File: src/rtl/mem_arbiter.sv
// mem_arbiter -- round-robin arbiter granting four cores one shared memory port, with a per-access timeout.
// Revision: 1.0
`default_nettype none

module mem_arbiter #(
  parameter int ADDR_W  = 32,
  parameter int DATA_W  = 32,
  parameter int TIMEOUT = 255
) (
  input  logic                  clk,
  input  logic                  rstN,
  input  logic [3:0]            coreRead,
  input  logic [3:0]            coreWrite,
  input  logic [4*ADDR_W-1:0]   coreAddr,
  input  logic [4*DATA_W-1:0]   coreWdata,
  output logic [3:0]            coreReady,
  output logic [3:0]            coreErr,
  output logic [DATA_W-1:0]     coreRdata,
  output logic                  memReq,
  output logic                  memWe,
  output logic [ADDR_W-1:0]     memAddr,
  output logic [DATA_W-1:0]     memWdata,
  input  logic [DATA_W-1:0]     memRdata,
  input  logic                  memAck,
  output logic                  busy
);

  typedef enum logic [1:0] {
    IDLE   = 2'd0,
    ACCESS = 2'd1,
    RESP   = 2'd2
  } state_t;

  // Counter value at which one more ACCESS cycle without memAck reaches TIMEOUT.
  localparam logic [15:0] c_wait_last = 16'(TIMEOUT - 1);

  state_t      r_state;
  state_t      w_state_nxt;
  logic [1:0]  r_ptr;
  logic [1:0]  r_grant;
  logic        r_we;
  logic        r_err;
  logic [15:0] r_cnt;

  logic [3:0]  w_req;
  logic [3:0]  w_rot;
  logic [1:0]  w_off;
  logic [1:0]  w_winner;
  logic        w_any;
  logic        w_wait_done;

  // Rotate so bit 0 is the core at ptr; the lowest set bit is then the winner's offset.
  always_comb begin
    w_req = coreRead | coreWrite;
    w_any = |w_req;
    w_rot = (w_req >> r_ptr) | (w_req << (3'd4 - {1'b0, r_ptr}));
    w_off = 2'd0;
    if (w_rot[0])      w_off = 2'd0;
    else if (w_rot[1]) w_off = 2'd1;
    else if (w_rot[2]) w_off = 2'd2;
    else if (w_rot[3]) w_off = 2'd3;
    w_winner = r_ptr + w_off;
  end

  assign w_wait_done = (r_cnt == c_wait_last);

  always_comb begin
    w_state_nxt = r_state;
    memReq      = 1'b0;
    memWe       = 1'b0;
    busy        = 1'b1;
    coreReady   = 4'b0000;
    coreErr     = 4'b0000;
    case (r_state)
      IDLE: begin
        busy = 1'b0;
        if (w_any) w_state_nxt = ACCESS;
      end
      ACCESS: begin
        memReq = 1'b1;
        memWe  = r_we;
        if (memAck || w_wait_done) w_state_nxt = RESP;
      end
      RESP: begin
        coreReady = 4'(1) << r_grant;
        coreErr   = r_err ? (4'(1) << r_grant) : 4'b0000;
        w_state_nxt = IDLE;
      end
      default: begin
        w_state_nxt = IDLE;
      end
    endcase
  end

  always_ff @(posedge clk or negedge rstN) begin
    if (!rstN) begin
      r_state   <= IDLE;
      r_ptr     <= 2'd0;
      r_grant   <= 2'd0;
      r_we      <= 1'b0;
      r_err     <= 1'b0;
      r_cnt     <= 16'd0;
      memAddr   <= '0;
      memWdata  <= '0;
      coreRdata <= '0;
    end else begin
      r_state <= w_state_nxt;
      case (r_state)
        IDLE: begin
          if (w_any) begin
            r_grant  <= w_winner;
            r_we     <= coreWrite[w_winner];
            r_err    <= 1'b0;
            r_cnt    <= 16'd0;
            memAddr  <= coreAddr[int'(w_winner)*ADDR_W +: ADDR_W];
            memWdata <= coreWdata[int'(w_winner)*DATA_W +: DATA_W];
          end
        end
        ACCESS: begin
          // A late memAck on the final allowed cycle still wins over the timeout.
          if (memAck) begin
            coreRdata <= r_we ? '0 : memRdata;
            r_err     <= 1'b0;
          end else begin
            r_cnt <= r_cnt + 16'd1;
            if (w_wait_done) begin
              coreRdata <= '0;
              r_err     <= 1'b1;
            end
          end
        end
        RESP: begin
          r_ptr <= r_grant + 2'd1;
        end
        default: begin
          r_ptr <= r_ptr;
        end
      endcase
    end
  end

endmodule

`default_nettype wire

File: config.mk
export PLATFORM = sky130hd
export DESIGN_NAME = mem_arbiter
export DESIGN_NICKNAME = d
export VERILOG_FILES = /design/src/rtl/mem_arbiter.sv
export SDC_FILE = /design/constraint.sdc
export NUM_CORES = 1
export LEC_CHECK = 0
export CAP_MARGIN = 20
export CORE_AREA = 5 5 154 156
export CTS_CLUSTER_DIAMETER = 60
export DETAILED_ROUTE_END_ITERATION = 10
export DIE_AREA = 0 0 159 161
export GPL_TIMING_DRIVEN = 0
export PLACE_DENSITY_LB_ADDON = 0.3
export SETUP_SLACK_MARGIN = 0.1
export SLEW_MARGIN = 20
export SYNTH_ARGS = -nofsm -noshare
export SYNTH_HDL_FRONTEND = slang
export SYNTH_SLANG_ARGS = --single-unit
File: constraint.sdc
create_clock -name clk -period 11 [get_ports clk]
set_input_delay 1.1 -clock clk [delete_from_list [all_inputs] [get_ports clk]]
set_output_delay 1.1 -clock clk [all_outputs]
set_load 0.01 [all_outputs]
==> impl_metrics.csv, run 1 <==
group,metric,value,unit
synthesis,yosysMostFrequentCell,"mux2i_1",
synthesis,synthTopCellsByCount,"mux2i_1 (130), dfrtp_1 (120), nor2_1 (84), nand2_1 (75)",
status,status,"finished, final reports clean",
sta,rsz0062_at_grt,"no",
sta,hold_viol_final,0,
synthesis,async_flop_share,100,%
routing,ant_nets,0,
synthesis,netlist_instances,758,
synthesis,synth_seq_area_share,40.9,%
floorplan,pin_count,406,
clock_network,numCtsBuffers,17,
placed_design,gp_congestion,0.860,
synthesis,syn-num-nets,1065,
floorplan,die-width,159,um
hold_path,hp-class,"register to register",
layout,final_nets,1490,
routing,vias,7707,
setup_path,crit_type,"input pin to register",
sta,finClkSkew,0.0144,ns
grt,grt_pass1_wl,45000,um
layout,multi_input_area,4000,sq um
clock_network,clk_latency,0.42,ns
placed_design,dp_slack,5.55,ns
floorplan,dieArea,25600,sq um
clock_network,cts_root_buffer,"clkbuf_16",
routing,drt-vias-per-instance,5.20,
routing,drt_iter0_drc,368,
clock_network,htree_levels,4,
sta,tightest_slew,1.04,ns
floorplan,start_util,33.0,%
clock_network,hold_buffers,0,
setup_path,rr_startpoint,"r_ptr[0]",
routing,drt-wirelength-per-cell,20.1,um
grt,grt_overflow_total,0,
grt,antenna_found_initial,0,
synthesis,yosysTopAreaCellShare,40.9,%
synthesis,synthFlopType,"dfrtp_1",
job,cap_violations,0,
power,p_leak,5.24,nW
floorplan,die_h,161,um
clock_network,clk_pin_slew,0.06,ns
sta,period_share,45.6,%
power,ir_worst_vdd,0.202,mV
layout,drive_gt1_share,4.26,%
layout,syn_to_final_growth,68.7,%
routing,first_pass_iters,5,
layout,seqCellArea,3000,sq um
sta,final_max_slew_viol_count,0,
synthesis,synth_top_cells_by_area,"dfrtp_1 (41%), mux2i_1 (18%), o311ai_1 (7.8%), o31ai_1 (6.7%), nor2_1 (4.3%)",
routing,finalWirelength,29800,um
synthesis,syn_area,7340,sq um
clock_network,cts_num_sinks,120,
sta,max_clock_freq,199,MHz
setup_path,required,11.27,ns
clock_network,clockBufferDepth,2,
layout,antenna_cells,0,
floorplan,core,22200,sq um
routing,drc_errors,0,
hold_path,hp-start,"memAddr[17]",
synthesis,ys_warn_count,0,
synthesis,ys_types,49,
synthesis,synth_edf_count,0,
floorplan,rows,55,
grt,grt_max_degree,73,
setup_path,end_kind,"register",
grt,grtUsageTotal,22.1,%
grt,grt_pass1_vias,7927,
sta,min_period,5.02,ns
synthesis,syn_avg_cell_area,9.68,sq um
synthesis,synth_top_area_cell,"dfrtp_1",
setup_path,arrival,5.29,ns
layout,fillers,2034,
clock_network,ctsResizeCount,0,
setup_path,worst-path-max-fanout,10,
power,total_power,3.97,mW
sta,slew_headroom,30.6,%
sta,finalSetupViolCount,0,
power,powerDensity,321,nW/um^2
clock_network,post_cts.repair.setup_buffers,0,
layout,final_util,55.7,%
sta,setup_tns,0,ns
synthesis,ys_ff_latch,120,
clock_network,cts_tree,"built",
setup_path,startpoint_type,"input pin",
placed_design,hpwl,23900,um
sta,fin_ws,5.98,ns
placed_design,port_buffers,405,
setup_path,cp-startpoint,"coreWrite[0]",
-- sequential cells by signal, indices dropped and copies added, names as in the netlist --
register and cells:
r_ptr 2, r_state 2, coreRdata 32, r_cnt 16, r_grant 2, r_we 1, memWdata 32, r_err 1
memAddr 32
-- placed cells by master, fill, tap and decap left out, types with 7 or more instances in the layout --
cell / count
clkdlybuf4s50_1: 404
mux2i_1: 130
dfrtp_1: 120
nor2_1: 84
nand2_1: 75
o31ai_1: 65
o311ai_1: 65
clkbuf_1: 64
a22o_1: 32
clkbuf_16: 17
xor2_1: 11
buf_2: 10
nor3_1: 8
ha_1: 8
inv_1: 7
nand4_1: 7
o21ai_0: 7
nand3_1: 7
-- stage by stage --
step	instance area (sq um)	hold slack [ns]	cells
2_1_floorplan	7340	0.462	758
3_3_place_gp	11700	0.467	1448
3_5_place_dp	11800	0.473	1449
4_1_cts	12400	0.486	1481
5_1_grt	12400	0.511	1481
6_report	12400	0.481	1481
-- layout make-up --
class                      count  share of cell area, %
buffer                        77                   2.53
timing repair buffer         406                   33.0
inverter                       7                  0.212
clock buffer                  17                   3.44
clock inverter                15                   1.41
sequential                   120                   24.3
multi-input combinational    554                   32.3
tap                          285                   2.88
-- critical path: stages --
cell	delay, ns
clkdlybuf4s50_1	0.52
nor2_1	0.11
or4b_1	0.48
a21boi_1	0.16
nor2b_1	0.15
o21ba_2	0.20
ha_1	0.26
clkbuf_1	0.24
clkbuf_1	0.58
clkbuf_1	0.84
mux2i_1	0.32
nor2_1	0.06
o31ai_1	0.10
o311ai_1	0.15
-- report_power, final --
part	internal [mW]	switching, mW
logic	1.19	1.45
registers	0.647	0.115
clock network	0.325	0.243
total	2.16	1.81
-- layer usage --
layer,global-route usage (%),vias to the layer above,routed length (um)
li1,-,3707,-
met1,26.8,3663,12000
met2,38.3,298,15100
met3,6.30,39,2050
met4,6.32,0,673
met5,0,-,0
-- kinds of logic after synthesis --
kind of cell | share of synthesized area [%]
compound gates | 21.1
xor+xnor | 1.67
fa+ha+maj | 1.36
buf+inv | 4.62
flops | 40.9
mux | 17.7
simple gates | 12.6
-- final timing paths --
path	to	slack (ns)	cells past startpoint
min in group asynchronous	memWdata[25]	0.59	1
worst min-delay path	memAddr[17]	0.48	2
max in group asynchronous	r_cnt[10]	9.72	2
worst max-delay path	memWdata[11]	5.98	14
worst max register to register	memWdata[11]	6.23	16
worst min register to register	memAddr[17]	0.48	2
Power figures use the tool's default switching activity.
==> run 2, diff against run 1 <==
- clock period: 11 -> 4.3 ns (I/O delays scaled with it)
==> run 2 against run 1 <==
Against the previous run:
- hold slack is essentially flat
- global-route usage hardly changed
- power increased to 2.6 times the previous value
- highest routed layer unchanged
- wire length is 0.23% lower
- critical endpoint unchanged
- final area grew 0.32%
- utilization grew 0.18 points
- cell count about the same
- non-clock buffer count rose by 1
- largest cell class unchanged
==> impl_metrics.csv, run 2 (synthesis gave the netlist of run 1 again) <==
group,metric,value,unit
floorplan,pin_count,406,
placed_design,port_buffers,405,
floorplan,start_util,33.0,%
grt,grtUsageTotal,22.1,%
setup_path,required,4.57,ns
clock_network,clockBufferDepth,2,
floorplan,die-width,159,um
job,cap_violations,0,
sta,slew_headroom,50.4,%
layout,final_common_cell,"clkdlybuf4s50_1",
power,switching_share,45.4,%
sta,period_share,92.1,%
power,powerDensity,819,nW/um^2
power,seq_power_share,19.2,%
layout,final_nets,1491,
placed_design,hpwl,23900,um
layout,antenna_cells,0,
grt,grt_overflow_total,0,
sta,finalSetupViolCount,0,
grt,grt_pass1_wl,45000,um
clock_network,cts_num_sinks,120,
setup_path,arrival,4.23,ns
power,p_clk_share,14.2,%
clock_network,clk_pin_slew,0.06,ns
grt,grt_pass1_vias,7930,
routing,drc_errors,0,
power,combPwrFrac,66.6,%
routing,ant_nets,0,
routing,drt-wirelength-per-cell,20.0,um
floorplan,dieArea,25600,sq um
layout,syn_to_final_growth,69.3,%
status,status,"finished, final reports clean",
setup_path,critical_path.max_stage_delay,0.44,ns
sta,finClkSkew,0.0148,ns
clock_network,clk_latency,0.42,ns
sta,tightest_slew,0.745,ns
layout,fillers,2034,
routing,vias,7724,
setup_path,crit_slowest_cell,"dfrtp_1",
setup_path,startpoint_type,"register",
setup_path,end_kind,"register",
layout,multi_input_area,4000,sq um
power,p_leak,5.30,nW
power,ir_worst_vdd,0.519,mV
routing,finalWirelength,29700,um
sta,max_clock_freq,253,MHz
placed_design,dp_slack,-0.476,ns
clock_network,cts_tree,"built",
layout,drive_gt1_share,5.76,%
layout,reg_top3,"coreRdata: 32 flops, memAddr: 32 flops, memWdata: 32 flops",
floorplan,core,22200,sq um
clock_network,htree_levels,4,
floorplan,die_h,161,um
setup_path,worst-path-max-fanout,10,
placed_design,gp_congestion,0.860,
sta,final_max_slew_viol_count,0,
setup_path,crit_type,"register to register",
floorplan,rows,55,
sta,fin_ws,0.340,ns
routing,drt_iter0_drc,412,
sta,hold_viol_final,0,
sta,setup_tns,0,ns
sta,min_period,3.96,ns
routing,first_pass_iters,6,
clock_network,cts_root_buffer,"clkbuf_16",
layout,mostFrequentLayoutCells,"clkdlybuf4s50_1 (404), mux2i_1 (130), dfrtp_1 (120), nor2_1 (84), nand2_1 (75)",
grt,grt_max_degree,73,
hold_path,hp-class,"register to register",
sta,fin_hold_ws,0.481,ns
routing,drt-vias-per-instance,5.21,
power,p_int,5.55,mW
setup_path,path_buf_inv,5,
setup_path,cpLargestDelayFamily,"buffers and inverters",
layout,seqCellArea,3000,sq um
setup_path,crit_chain,"buf_2, inv_1, ha_1, or2_1, o22ai_1, a21boi_1, nor2b_1, o21ba_2, ha_1, clkbuf_1, clkbuf_4, clkbuf_4, mux2i_1, nor2_1, o31ai_1, o311ai_1",
grt,antenna_found_initial,0,
sta,rsz0062_at_grt,"no",
clock_network,post_cts.repair.setup_buffers,0,
power,p_sw,4.61,mW
clock_network,numCtsBuffers,17,
-- run 2: area by class of cell --
class / instances / area share, %
Buffer: 77 / 2.76
Clock buffer: 17 / 3.42
Clock inverter: 15 / 1.41
Inverter: 7 / 0.212
Multi-Input combinational cell: 554 / 32.2
Sequential cell: 120 / 24.2
Tap cell: 285 / 2.87
Timing Repair Buffer: 407 / 33.0
-- run 2: routing by layer --
metal,track usage (%),wire length (um),up-vias
met5,0,0,-
met4,6.32,666,0
met3,6.33,2040,40
met2,38.3,15000,310
met1,26.8,12000,3659
li1,-,-,3715
-- run 2: per-stage QoR --
step	util [%]	area [sq um]	power, mW	instances
after CTS	55.8	12400	10.3	1482
after floorplan	-	7340	6.11	758
final	55.9	12400	10.2	1482
after global placement	52.9	11700	8.69	1448
after detailed placement	53.0	11800	8.77	1449
after global routing	55.9	12400	10.9	1482
-- run 2: tightest hold or removal path: stages (launching register included) --
cell	delay (ns)
dfrtp_1	0.34
nand2_1	0.05
o311ai_1	0.06
-- run 2: worst paths after layout --
check,from,endpoint,slack (ns),cells after the start
min in group asynchronous,rstN,memWdata[25],0.52,2
worst max-delay path,r_ptr[0],memWdata[11],0.34,16
max in group asynchronous,rstN,r_cnt[10],3.09,3
worst min register to register,memAddr[17],memAddr[17],0.48,2
worst min-delay path,memAddr[17],memAddr[17],0.48,2
worst max register to register,r_ptr[0],memWdata[11],0.34,16
-- run 2: timing repair --
action	4_1_cts	5_1_grt
hold buffers	1	0
gates resized for setup	9	26
endpoints found under the hold margin	48	0
endpoints found under the setup margin	65	56
gates cloned	0	0
-- run 2: power by group through the flow --
stage | Sequential [mW] | Clock [mW] | Combinational (mW)
floorplan | 2.13 | 0 | 3.98
global placement | 1.95 | 0 | 6.74
detailed placement | 1.97 | 0 | 6.80
finish | 1.95 | 1.44 | 6.77
CTS | 1.95 | 1.48 | 6.82
global route | 2.02 | 1.54 | 7.31
==> run 3, diff against run 2 <==
- CORE_AREA: 5 5 154 156 -> 4 4 157 159
- DIE_AREA: 0 0 159 161 -> 0 0 161 163
==> run 3 against run 2 <==
Against the previous run:
- utilization decreased by 2.3 points
- hold slack got worse by 0.0018 ns
- power increased by 0.59%
- maximum frequency decreased by 2.0%
- first-iteration DRC count increased by 4.4%
- critical path depth decreased by 1
- global-route usage decreased by 0.17 points
- setup slack got worse by 0.081 ns
- cell count increased by 2.3%
- sequential share of layout area decreased by 0.095 points
- critical path type unchanged
- critical endpoint is now memWdata[15]
==> impl_metrics.csv, run 3 (synthesis gave the netlist of run 1 again) <==
group,metric,value,unit
setup_path,ff2ff_path_depth,15,
placed_design,port_buffers,405,
layout,mostFrequentLayoutCells,"clkdlybuf4s50_1 (404), mux2i_1 (130), dfrtp_1 (120), nor2_1 (84), nand2_1 (75)",
setup_path,arrival,4.31,ns
setup_path,startpoint_type,"register",
sta,rsz0062_at_grt,"yes",
sta,max_clock_freq,247,MHz
floorplan,die-width,161,um
hold_path,hp-class,"register to register",
routing,drt_iter0_drc,430,
setup_path,end_kind,"register",
sta,finClkSkew,0.00726,ns
clock_network,cts_num_sinks,120,
grt,grtUsageTotal,21.9,%
routing,first_pass_iters,4,
clock_network,cts_root_buffer,"clkbuf_16",
clock_network,clk_pin_slew,0.06,ns
power,powerDensity,820,nW/um^2
layout,drive_gt1_share,5.93,%
grt,grt_pass1_wl,44400,um
setup_path,crit_type,"register to register",
power,total_power,10.2,mW
placed_design,hpwl,23500,um
clock_network,clockBufferDepth,2,
routing,drt-vias-per-instance,5.07,
clock_network,clk_latency,0.41,ns
routing,ant_nets,0,
layout,final_common_cell,"clkdlybuf4s50_1",
layout,final_nets,1491,
hold_path,hold_path_depth,2,
floorplan,rows,56,
power,ir_worst_vdd,0.464,mV
sta,slew_headroom,47.0,%
grt,grt_overflow_total,0,
placed_design,dp.cells,1483,
placed_design,gp_congestion,0.848,
layout,syn_to_final_growth,70.0,%
sta,min_period,4.04,ns
routing,drc_errors,0,
floorplan,dieArea,26200,sq um
sta,hold_viol_final,0,
floorplan,die_h,163,um
sta,period_share,94.0,%
clock_network,htree_levels,4,
routing,vias,7689,
layout,antenna_cells,0,
sta,finalSetupViolCount,0,
grt,grt_max_degree,66,
status,status,"finished, final reports clean",
clock_network,post_cts.repair.setup_buffers,0,
floorplan,start_util,31.5,%
sta,tightest_slew,0.794,ns
routing,finalWirelength,29900,um
grt,grt_pass1_vias,7777,
job,cap_violations,0,
clock_network,cts_tree,"built",
layout,reg_top3,"coreRdata: 32 flops, memAddr: 32 flops, memWdata: 32 flops",
grt,antenna_found_initial,0,
floorplan,core,23300,sq um
layout,fin_cells,1516,
sta,final_max_slew_viol_count,0,
routing,drt-wirelength-per-cell,19.7,um
floorplan,pin_count,406,
power,p_leak,5.31,nW
setup_path,required,4.57,ns
clock_network,numCtsBuffers,17,
setup_path,worst-path-max-fanout,10,
==> run 3: layout make-up <==
type	count	area, sq um
buffer	77	348
clock inverter	14	163
sequential	120	3000
timing repair buffer	407	4100
fill	2197	10800
inverter	7	26.3
clock buffer	18	439
tap	319	399
multi-input combinational	554	4000
==> run 3: power breakdown <==
part	internal [mW]	switching, mW
Sequential	1.66	0.281
Combinational	3.08	3.75
Clock	0.884	0.580
==> run 3: worst max-delay path, stage by stage, from the launching register on <==
cell      delay (ns)
dfrtp_1         0.43
buf_2           0.23
inv_1           0.09
ha_1            0.34
or2_1           0.29
o22ai_1         0.20
a21boi_1        0.13
nor2b_1         0.15
o21ba_2         0.20
ha_1            0.26
clkbuf_1        0.23
clkbuf_1        0.64
mux2i_1         0.41
nor2_1          0.07
o31ai_1         0.09
o311ai_1        0.13
==> run 3: per-stage QoR <==
stage	cell area (sq um)	utilization, %	setup TNS [ns]	hold slack, ns	worst slack, ns
6_report	12500	53.6	0	0.479	0.259
5_1_grt	12500	53.6	-0.0854	0.499	-0.0253
4_1_cts	12400	53.5	0	0.486	0.0946
3_5_place_dp	11800	50.8	-13.47	0.401	-0.629
3_3_place_gp	11800	50.7	-282.24	0.466	-2.28
2_1_floorplan	7340	-	0	0.134	0.677
==> run 3: what timing repair did <==
action / CTS / global route
hold buffers: 1 / 0
setup endpoints to repair: 66 / 65
gates resized for setup: 9 / 35
endpoints found under the hold margin: 55 / 0
==> run 3: worst paths after layout <==
check	from	endpoint	slack (ns)
worst max-delay path	r_ptr[0]	memWdata[15]	0.26
worst min-delay path	memAddr[31]	memAddr[31]	0.48
worst max register to register	r_ptr[0]	memWdata[15]	0.26
worst min register to register	memAddr[31]	memAddr[31]	0.48
max in group asynchronous	rstN	r_grant[0]	3.08
min in group asynchronous	rstN	memWdata[23]	0.54
==> run 3: routing by layer <==
metal	global-route usage (%)	wire (um)
met1	25.9	11900
met2	39.3	15500
met3	6.30	2040
met4	5.31	504
met5	0	0
